<file path="src/rtl/vram_arbiter.sv">
// Single-port VRAM arbiter: display row refresh, full-screen clear and
// pixel read-modify-write share one synchronous-read RAM, one operation at a time.
module vram_arbiter #(
    parameter logic FILL = 1'b0
) (
    input  logic        clk_i,
    input  logic        rst_ni,
    input  logic [4:0]  disp_address_i,
    output logic [63:0] disp_data_o,
    input  logic        wr_req_i,
    input  logic [5:0]  wr_x_i,
    input  logic [4:0]  wr_y_i,
    input  logic        wr_value_i,
    output logic        wr_ack_o,
    input  logic        clr_req_i,
    output logic        clr_ack_o,
    output logic [4:0]  ram_addr_o,
    input  logic [63:0] ram_rdata_i,
    output logic [63:0] ram_wdata_o,
    output logic        ram_we_o
);

    typedef enum logic [2:0] {
        StIdle,
        StDispRd,
        StDispCap,
        StPixRd,
        StPixWr,
        StClr
    } state_e;

    state_e      state_q, state_d;
    logic [63:0] disp_data_q, disp_data_d;
    logic [4:0]  cap_addr_q, cap_addr_d;
    logic [4:0]  clr_cnt_q, clr_cnt_d;
    logic        disp_pending_q, disp_pending_d;
    logic        disp_need;

    // Address change is seen directly so an idle arbiter starts the refresh on the next edge.
    assign disp_need = disp_pending_q | (disp_address_i != cap_addr_q);

    always_comb begin
        state_d     = state_q;
        disp_data_d = disp_data_q;
        cap_addr_d  = cap_addr_q;
        clr_cnt_d   = clr_cnt_q;
        ram_addr_o  = '0;
        ram_wdata_o = '0;
        ram_we_o    = 1'b0;
        wr_ack_o    = 1'b0;
        clr_ack_o   = 1'b0;

        unique case (state_q)
            StIdle: begin
                if (disp_need) begin
                    state_d = StDispRd;
                end else if (clr_req_i) begin
                    state_d = StClr;
                end else if (wr_req_i) begin
                    state_d = StPixRd;
                end
            end
            StDispRd: begin
                ram_addr_o = disp_address_i;
                cap_addr_d = disp_address_i;
                state_d    = StDispCap;
            end
            StDispCap: begin
                disp_data_d = ram_rdata_i;
                state_d     = StIdle;
            end
            StPixRd: begin
                ram_addr_o = wr_y_i;
                state_d    = StPixWr;
            end
            StPixWr: begin
                ram_addr_o          = wr_y_i;
                ram_wdata_o         = ram_rdata_i;
                ram_wdata_o[wr_x_i] = wr_value_i;
                ram_we_o            = 1'b1;
                wr_ack_o            = 1'b1;
                state_d             = StIdle;
            end
            StClr: begin
                ram_addr_o  = clr_cnt_q;
                ram_wdata_o = {64{FILL}};
                ram_we_o    = 1'b1;
                if (clr_cnt_q == 5'd31) begin
                    clr_ack_o = 1'b1;
                    clr_cnt_d = 5'd0;
                    state_d   = StIdle;
                end else begin
                    clr_cnt_d = clr_cnt_q + 5'd1;
                end
            end
            default: state_d = StIdle;
        endcase

        disp_pending_d = disp_pending_q | (disp_address_i != cap_addr_d);
        if ((state_q == StPixWr) && (wr_y_i == cap_addr_q)) begin
            disp_pending_d = 1'b1;
        end
        if ((state_q == StClr) && (clr_cnt_q == cap_addr_q)) begin
            disp_pending_d = 1'b1;
        end
        if (state_d == StDispRd) begin
            disp_pending_d = 1'b0;
        end
    end

    always_ff @(posedge clk_i or negedge rst_ni) begin
        if (!rst_ni) begin
            state_q        <= StIdle;
            disp_data_q    <= '0;
            cap_addr_q     <= '0;
            clr_cnt_q      <= '0;
            disp_pending_q <= 1'b1;
        end else begin
            state_q        <= state_d;
            disp_data_q    <= disp_data_d;
            cap_addr_q     <= cap_addr_d;
            clr_cnt_q      <= clr_cnt_d;
            disp_pending_q <= disp_pending_d;
        end
    end

    assign disp_data_o = disp_data_q;

endmodule

</file>
<file path="config.mk">
export PLATFORM = sky130hd
export DESIGN_NAME = vram_arbiter
export DESIGN_NICKNAME = d
export VERILOG_FILES = /design/src/rtl/vram_arbiter.sv
export SDC_FILE = /design/constraint.sdc
export NUM_CORES = 1
export LEC_CHECK = 0
export CORE_UTILIZATION = 40
export CTS_CLUSTER_SIZE = 12
export DETAILED_ROUTE_END_ITERATION = 7
export DONT_BUFFER_PORTS = 1
export PLACE_DENSITY = 0.55
export SYNTH_ARGS = -nofsm -noshare
export SYNTH_HDL_FRONTEND = slang
export SYNTH_SLANG_ARGS = --single-unit
export TNS_END_PERCENT = 20
</file>
<file path="constraint.sdc">
create_clock -name clk_i -period 1.5 [get_ports clk_i]
set_input_delay 0.3 -clock clk_i [delete_from_list [all_inputs] [get_ports clk_i]]
set_output_delay 0.3 -clock clk_i [all_outputs]
set_load 0.05 [all_outputs]
</file>
==> results of run 1 <==
per-layer routing:
layer  part of all wire [%]  wire length, um  vias up  global-route usage (%)
met5                      0                0        -                       0
met4                    1.6              284        0                    10.3
met3                    7.4             1310       15                    7.62
met2                     53             9350      178                    50.5
met1                     38             6660     2279                    32.6
li1                       -                -     2108                       -
layout by cell type, fill, tap and decap left out, types with 2 or more instances in the layout:
cell type	netlist	final
buf_4	8	93
dfrtp_1	77	76
mux2_2	76	75
buf_12	0	74
o21ai_0	74	67
nand3_1	66	66
a21oi_4	0	59
xor2_1	15	15
nand2_1	12	12
nor2_1	13	11
clkbuf_16	0	9
a21oi_2	0	5
buf_6	12	4
clkinvlp_4	0	3
nor3b_2	3	3
or3b_2	3	3
and2_1	3	3
nor3_2	3	3
nor4_1	3	3
or3_1	3	3
and3b_1	3	3
nand3b_1	3	3
o21ai_2	0	3
a22oi_1	5	3
clkinv_2	0	3
inv_1	4	2
and3_4	0	2
nor3_1	2	2
and3_1	4	2
or2_2	2	2
a21oi_1	66	2
a22oi_2	0	2
o21ai_4	0	2
o21ai_1	0	2
synthesized netlist by cell type (3+ instances only):
cell type	n
or3_1	3
nor2_1	13
o21ai_0	74
a21oi_1	66
buf_4	8
nand2_1	12
buf_2	4
buf_6	12
nor3_2	3
and2_1	3
nand3b_1	3
or3b_2	3
inv_1	4
and3_1	4
clkbuf_1	20
dfrtp_1	77
nor3b_2	3
mux2_2	76
xor2_1	15
a22oi_1	5
nand3_1	66
and3b_1	3
nor4_1	3
final timing paths:
path                                      start               to  slack, ps  depth (start not counted)
worst max-delay path                 state_q[0]  ram_wdata_o[54]       -590                          4
worst min-delay path                     rst_ni  disp_data_o[19]       -340                          0
worst max register to register       state_q[0]  disp_data_o[28]       -150                          5
worst min register to register     clr_cnt_q[2]     clr_cnt_q[2]        560                          1
max in group asynchronous                rst_ni   disp_pending_q       1640                          0
min in group clk_i              ram_rdata_i[63]  disp_data_o[63]        110                          1
state kept, by name, indices dropped and copies added, names as in the netlist:
signal          flops
clr_cnt_q           5
disp_data_o        64
state_q             3
cap_addr_q          5
disp_pending_q      1
layout make-up:
type | instances | area (sq um) | share of cell area [%]
Timing Repair Buffer | 171 | 2220 | 27.6
Tap cell | 143 | 179 | 2.22
Clock inverter | 6 | 61.3 | 0.762
Multi-Input combinational cell | 378 | 3380 | 42.0
Inverter | 4 | 22.5 | 0.280
Clock buffer | 10 | 229 | 2.84
Sequential cell | 78 | 1950 | 24.3
cells by family after synthesis:
group                    after synthesis
AO/OA/AOI/OAI                        150
AND/OR/NAND/NOR                      134
flip-flops                            78
multiplexers                          77
buffers and inverters                 51
XOR/XNOR                              15
adder cells (fa/ha/maj)                2
power by group through the flow:
stage / Combinational (mW) / Clock (mW) / Sequential, mW
4_1_cts: 7.10 / 2.21 / 7.06
2_1_floorplan: 4.83 / 0 / 6.93
6_report: 7.13 / 2.15 / 7.05
3_5_place_dp: 6.98 / 0 / 7.10
3_3_place_gp: 6.80 / 0 / 7.05
5_1_grt: 7.50 / 2.28 / 7.17
repair_timing:
| action | in CTS | in global routing |
|---|---|---|
| setup endpoints to repair | 142 | 148 |
| endpoints found under the hold margin | 78 | 78 |
| gates resized for setup | 10 | 9 |
| pin swaps | 2 | 0 |
==> results.yml, run 1 <==
setup_path:
  worstPathMaxFanout: 37
  path_cells: "or3b_4, buf_12, a21oi_2, buf_12"
  crit_path_max_incr_delay_ps: 430
  path_common_cell: "buf_12"
  critPathSlowestCell: "or3b_4"
  critPathRequiredTime_ps: 1200
  path_buf_inv: 2
  worstSetupStartpointType: "register"
  critical_path_class: "reg2out"
  worst_setup_path_end_kind: "output port"
  arrival_ps: 1790
  cp_top_family: "simple AND/OR/NAND/NOR gates"
floorplan:
  coreArea_sq_mm: 0.0116
  rows: 39
  die_height_um: 112
  die_area_sq_mm: 0.0125
  fp.dieW_um: 112
  initial_core_util_pct: 41.6
  io_pins: 221
drt:
  drc: 15
  wirelength_mm: 17.6
  vias: 4580
  firstDrtPassIters: 8
  antenna_left: 0
  wl_per_cell_um: 22.3
  drtIter0Drc: 268
  vias_per_cell: 5.80
yosys:
  synthFlopType: "dfrtp_1"
  yosys-top-cells-area: "dfrtp_1, mux2_2, o21ai_0"
  synth_top_area_cell: "dfrtp_1"
  ys_types: 45
  yosysSeqAreaShare_pct: 40.4
  ys_async_sr_fraction_pct: 100
  yosys-mux-area-fraction_pct: 17.9
  synth_xor_area_share_pct: 2.72
  synth_compound_area_share_pct: 16.1
  synth_edf_count: 0
  syn_area_per_cell_sq_um: 9.54
  postSynthNetCount: 594
  synthAdderAreaFrac_pct: 0.517
  synth_top_family_by_area: "multiplexers"
  ys_ff_latch: 78
  syn_area_sq_mm: 0.00484
  yosysWarnings: 0
  synthCells: 507
  synth_top_area_share_pct: 39.8
  synth-simple-area-share_pct: 15.7
timing:
  finalCritPeriodShare_pct: 139
  fmax_mhz: 479
  worst_slew_pin_slew_ps: 498
  hold_viol_final: 78
  period_needed_ps: 2090
  clock-skew-final_ps: 7.87
  relSlewSlack_pct: 66.8
  hold_ws_ps: -344
  fin_setup_tns_ps: -45470
  drv_slew: 0
  setup_viol_count_final: 142
  fin_ws_ps: -588
  rsz0062_at_grt: "true"
global_route:
  grt_max_degree: 79
  gr-total-overflow: 0
  groute.usage.overall_pct: 28.4
  antenna_found_initial: 0
  grt_pass1_wl_mm: 26.8
  grt_pass1_vias: 4834
clocking:
  path_clk_slew_ps: 60
  cts_root_buffer: "clkbuf_16"
  cts-buffers-inserted: 9
  clock_sinks: 78
  clock_latency_ps: 340
  htreeDepth: 3
  post_cts_buffers: 0
  cts_tree: "built"
  clock_path_buffers: 2
place:
  dp_hpwl_mm: 13.1
  port_buffers: 0
  gp_congestion: 0.850
  pre_cts_slack_ps: -359
  numPlacedInstances: 774
  place_area_sq_mm: 0.00767
final_layout:
  final_cells: 790
  num_antenna_cells: 0
  postLayoutCoreUtil_pct: 69.3
  nFillCells: 850
  drive_gt1_share_pct: 56.0
  syn2layout_area_growth_pct: 66.5
  nets: 729
  fin_area_sq_mm: 0.00805
power:
  p_clk_share_pct: 13.2
  p_switching_mw: 8.41
  ir_drop_mv: 1.35
  p_leak_nw: 2.96
  swShare_pct: 51.5
  power_density_mw_per_mm2: 2030
  seq_power_share_pct: 43.2
  intPower_mw: 7.92
  p_comb_share_pct: 43.6
  power_mw: 16.3
run:
  maxCapViolations: 0
run_status:
  status: "complete, but fails checks"
  violations: "design-rule violations, negative hold slack, negative setup slack"
hold_path:
  hold_class: "in2async"
Note: power is estimated with default switching activity, not from simulation.
==> inputs of run 2 (changes only) <==
Settings changed: PLACE_DENSITY 0.55 to 0.53.
Clock period 1.5 ns to 2.2 ns, I/O delays scaled along.
==> results.yml, run 2 (synthesized netlist as in run 1, its figures left out) <==
final_layout:
  drive_gt1_share_pct: 40.7
  layout_commonest_cell: "mux2_2"
  register_area_sq_mm: 0.00196
  largest_reg_flops: 64
  syn2layout_area_growth_pct: 23.7
  num_antenna_cells: 0
  multi_input_area_sq_mm: 0.00273
  nFillCells: 1083
  nets: 647
  final_cells: 708
  final_cell_mix: "mux2_2, dfrtp_1, o21ai_0"
drt:
  antenna_left: 0
  wl_per_cell_um: 23.9
  drc: 18
  drtIter0Drc: 265
  wirelength_mm: 16.9
  vias: 4316
  firstDrtPassIters: 7
  vias_per_cell: 6.10
place:
  pre_cts_slack_ps: 104
  port_buffers: 0
  numPlacedInstances: 688
  dp_hpwl_mm: 11.5
  gp_congestion: 0.814
timing:
  clock-skew-final_ps: 4.31
  period_needed_ps: 2210
  drv_slew: 0
  fin_ws_ps: -14.9
  rsz0062_at_grt: "true"
  fmax_mhz: 451
  worst_slew_pin_slew_ps: 584
  finalCritPeriodShare_pct: 101
  hold_ws_ps: -213
  setup_viol_count_final: 2
  relSlewSlack_pct: 61.0
  hold_viol_final: 78
setup_path:
  path_buf_inv: 1
  rrSetupSlack_ps: 390
  critPathRequiredTime_ps: 1760
  worst_setup_path_end_kind: "output port"
  critPathSlowestCell: "or3b_4"
  path_cells: "or3b_4, a21oi_1, buf_4"
  cp_top_family: "simple AND/OR/NAND/NOR gates"
  critical_path_class: "reg2out"
  arrival_ps: 1770
  crit_path_max_incr_delay_ps: 550
  worstPathMaxFanout: 16
  worstSetupStartpointType: "register"
floorplan:
  io_pins: 221
  initial_core_util_pct: 41.6
  die_height_um: 112
  coreArea_sq_mm: 0.0116
  die_area_sq_mm: 0.0125
  fp.dieW_um: 112
  rows: 39
power:
  power_density_mw_per_mm2: 1680
  p_leak_nw: 2.33
  ir_drop_mv: 0.872
global_route:
  groute.usage.overall_pct: 27.1
  grt_pass1_vias: 4444
  antenna_found_initial: 0
  grt_pass1_wl_mm: 25.5
  gr-total-overflow: 0
  grt_max_degree: 79
clocking:
  cts_root_buffer: "clkbuf_16"
  clock_sinks: 78
  clock_path_buffers: 2
  path_clk_slew_ps: 60
  htreeDepth: 3
  cts-buffers-inserted: 9
  cts_tree: "built"
  clock_latency_ps: 350
run_status:
  violations: "design-rule violations, negative hold slack, negative setup slack"
  status: "complete, but fails checks"
hold_path:
  hold_class: "in2async"
run:
  maxCapViolations: 0
[run 2: changes by cell type in the layout (fill, tap and decap cells not counted), sizes merged]
cell and change:
clkinv -2, inv +2, buf -86, or3b +4
[run 2: area by class of cell]
| class | instances | area share [%] |
|---|---|---|
| Multi-Input combinational cell | 382 | 45.6 |
| Sequential cell | 78 | 32.7 |
| Clock inverter | 6 | 1.17 |
| Timing Repair Buffer | 85 | 13.3 |
| Tap cell | 143 | 2.99 |
| Inverter | 4 | 0.251 |
| Clock buffer | 10 | 3.99 |
[run 2: power breakdown]
| part | internal [mW] | total [mW] | switching (mW) |
|---|---|---|---|
| logic | 1.61 | 3.65 | 2.04 |
| clock network | 0.915 | 1.53 | 0.617 |
| registers | 2.14 | 4.87 | 2.73 |
[run 2: worst register-to-register path: stages (launching register included)]
cell     delay [ps]
dfrtp_2         430
buf_4           230
nor3b_2         210
buf_4           410
mux2_2          410
[run 2: timing repair]
action	4_1_cts	5_1_grt
setup endpoints to repair	71	69
buffers inserted	0	0
hold endpoints to repair	78	78
gates cloned	2	2
resized for setup	14	27
pin swaps	1	1
[run 2: worst paths after layout]
kind                                         from         endpoint  depth (start not counted)
worst max-delay path                   state_q[1]  ram_wdata_o[56]                          3
worst min-delay path                       rst_ni  disp_data_o[59]                          0
worst max register to register         state_q[1]  disp_data_o[36]                          4
worst min register to register       clr_cnt_q[3]     clr_cnt_q[3]                          1
max in group asynchronous                  rst_ni   disp_pending_q                          0
min in group clk_i              disp_address_i[4]    cap_addr_q[4]                          1
[run 2: stage by stage]
step / cell area (sq um) / setup TNS (ps) / power, mW / util [%]
after floorplan: 4870 / -5510 / 7.55 / -
after global placement: 5500 / 0 / 8.20 / 47.3
after detailed placement: 5500 / 0 / 8.30 / 47.3
after CTS: 5870 / -3040 / 9.97 / 50.5
after global routing: 5980 / -1410 / 10.5 / 51.5
final: 5980 / -25.1 / 10.1 / 51.5
[run 2: metal layers]
| layer | track usage, % | vias to the layer above | routed length (um) |
|---|---|---|---|
| li1 | - | 1959 | - |
| met2 | 46.5 | 215 | 8400 |
| met5 | 0 | - | 0 |
| met1 | 33.0 | 2122 | 6850 |
| met4 | 10.5 | 0 | 321 |
| met3 | 6.10 | 20 | 1370 |
==> inputs of run 3 (changes only) <==
Settings changed: CTS_BUF_LIST from default to sky130_fd_sc_hd__clkbuf_8, CTS_CLUSTER_SIZE 12 to 24.
==> results.yml, run 3 (synthesized netlist as in run 1, its figures left out) <==
setup_path:
  r2r_cells: 4
  critPathRequiredTime_ps: 1760
  critPathSlowestCell: "or3b_4"
  path_common_cell: "buf_6"
  worstSetupStartpointType: "register"
  rrSetupSlack_ps: 290
  path_buf_inv: 2
  arrival_ps: 1810
  cp_top_family: "simple AND/OR/NAND/NOR gates"
  path_cells: "buf_6, or3b_4, a21oi_2, buf_6"
  crit_path_max_incr_delay_ps: 510
  critical_path_class: "reg2out"
  r2r_end: "disp_data_o[35]"
  worstPathMaxFanout: 8
  worst_setup_path_end_kind: "output port"
  r2r-start: "state_q[1]"
drt:
  drtIter0Drc: 281
  firstDrtPassIters: 7
  wirelength_mm: 18.0
  antenna_left: 0
  drc: 18
  vias: 4530
  vias_per_cell: 6.29
  wl_per_cell_um: 25.0
floorplan:
  initial_core_util_pct: 41.6
  die_area_sq_mm: 0.0125
  io_pins: 221
  rows: 39
  die_height_um: 112
  coreArea_sq_mm: 0.0116
  fp.dieW_um: 112
place:
  place_area_sq_mm: 0.00550
  numPlacedInstances: 688
  dp_hpwl_mm: 11.5
  port_buffers: 0
  gp_congestion: 0.814
timing:
  fmax_mhz: 445
  relSlewSlack_pct: 60.0
  worst_slew_pin_slew_ps: 597
  hold_ws_ps: -247
  rsz0062_at_grt: "true"
  period_needed_ps: 2250
  clock-skew-final_ps: 6.44
  drv_slew: 0
  fin_setup_tns_ps: -1040
  hold_viol_final: 78
  finalCritPeriodShare_pct: 102
  fin_ws_ps: -45.9
  setup_viol_count_final: 44
global_route:
  grt_pass1_vias: 4539
  grt_max_degree: 79
  grt_pass1_wl_mm: 26.2
  gr-total-overflow: 0
  groute.usage.overall_pct: 27.9
  antenna_found_initial: 0
final_layout:
  syn2layout_area_growth_pct: 30.2
  num_antenna_cells: 0
  drive_gt1_share_pct: 47.3
  fin_area_sq_mm: 0.00630
  final_cell_mix: "mux2_2, dfrtp_1, o21ai_0"
  layout_commonest_cell: "mux2_2"
  nets: 659
  final_cells: 720
  largest_reg_flops: 64
hold_path:
  hold_class: "in2async"
power:
  p_leak_nw: 2.37
  power_mw: 10.1
  ir_drop_mv: 0.815
  power_density_mw_per_mm2: 1600
clocking:
  clock_path_buffers: 2
  clock_latency_ps: 370
  cts_tree: "built"
  clock_sinks: 78
  htreeDepth: 3
  cts_root_buffer: "clkbuf_8"
  cts-buffers-inserted: 9
  path_clk_slew_ps: 80
run:
  maxCapViolations: 0
run_status:
  status: "complete, but fails checks"
  violations: "design-rule violations, negative hold slack, negative setup slack"
run 3: final cells by class:
cell class	count	area, sq um
fill	1039	5320
multi-input combinational	387	2950
sequential	78	1960
timing repair buffer	92	988
tap	143	179
clock buffer	10	138
clock inverter	6	70.1
inverter	4	15.0
run 3: worst max path at each step:
stage | depth (start not counted) | from | to | slack [ps]
6_report | 4 | state_q[0] | ram_wdata_o[39] | -50
5_1_grt | 4 | state_q[0] | ram_wdata_o[39] | -80
4_1_cts | 3 | state_q[1] | ram_wdata_o[56] | -60
3_5_place_dp | 3 | state_q[0] | ram_wdata_o[32] | 100
3_3_place_gp | 3 | state_q[0] | ram_wdata_o[32] | 120
2_1_floorplan | 5 | state_q[2] | ram_wdata_o[24] | -110
run 3: worst reg2reg max path, stage by stage, from the launching register on:
cell and delay, ps:
dfrtp_2 490, buf_4 250, nor3b_2 220, buf_4 410, mux2_2 410
run 3: timing repair:
item / in CTS / in global routing
buffers inserted: 2 / 5
gates cloned: 5 / 4
endpoints found under the setup margin: 71 / 69
hold endpoints to repair: 78 / 78
resized for setup: 32 / 93
pin swaps: 3 / 7
run 3: metal layers:
layer | share of wire, % | up-vias | GRT usage, %
li1 | - | 1986 | -
met1 | 40 | 2248 | 34.3
met2 | 49 | 252 | 47.7
met3 | 7.8 | 44 | 5.99
met4 | 3.2 | 0 | 10.8
met5 | 0 | - | 0
run 3: where the power goes:
group          total (mW)  internal [mW]  switching, mW
combinational        4.09           1.84           2.25
sequential           4.84           2.13           2.70
clock                1.13          0.560          0.570
run 3: per-stage QoR:
step	util, %	worst slack (ps)
2_1_floorplan	-	-107
3_3_place_gp	47.3	118
3_5_place_dp	47.3	104
4_1_cts	50.6	-57.2
5_1_grt	54.2	-82.2
6_report	54.2	-45.9
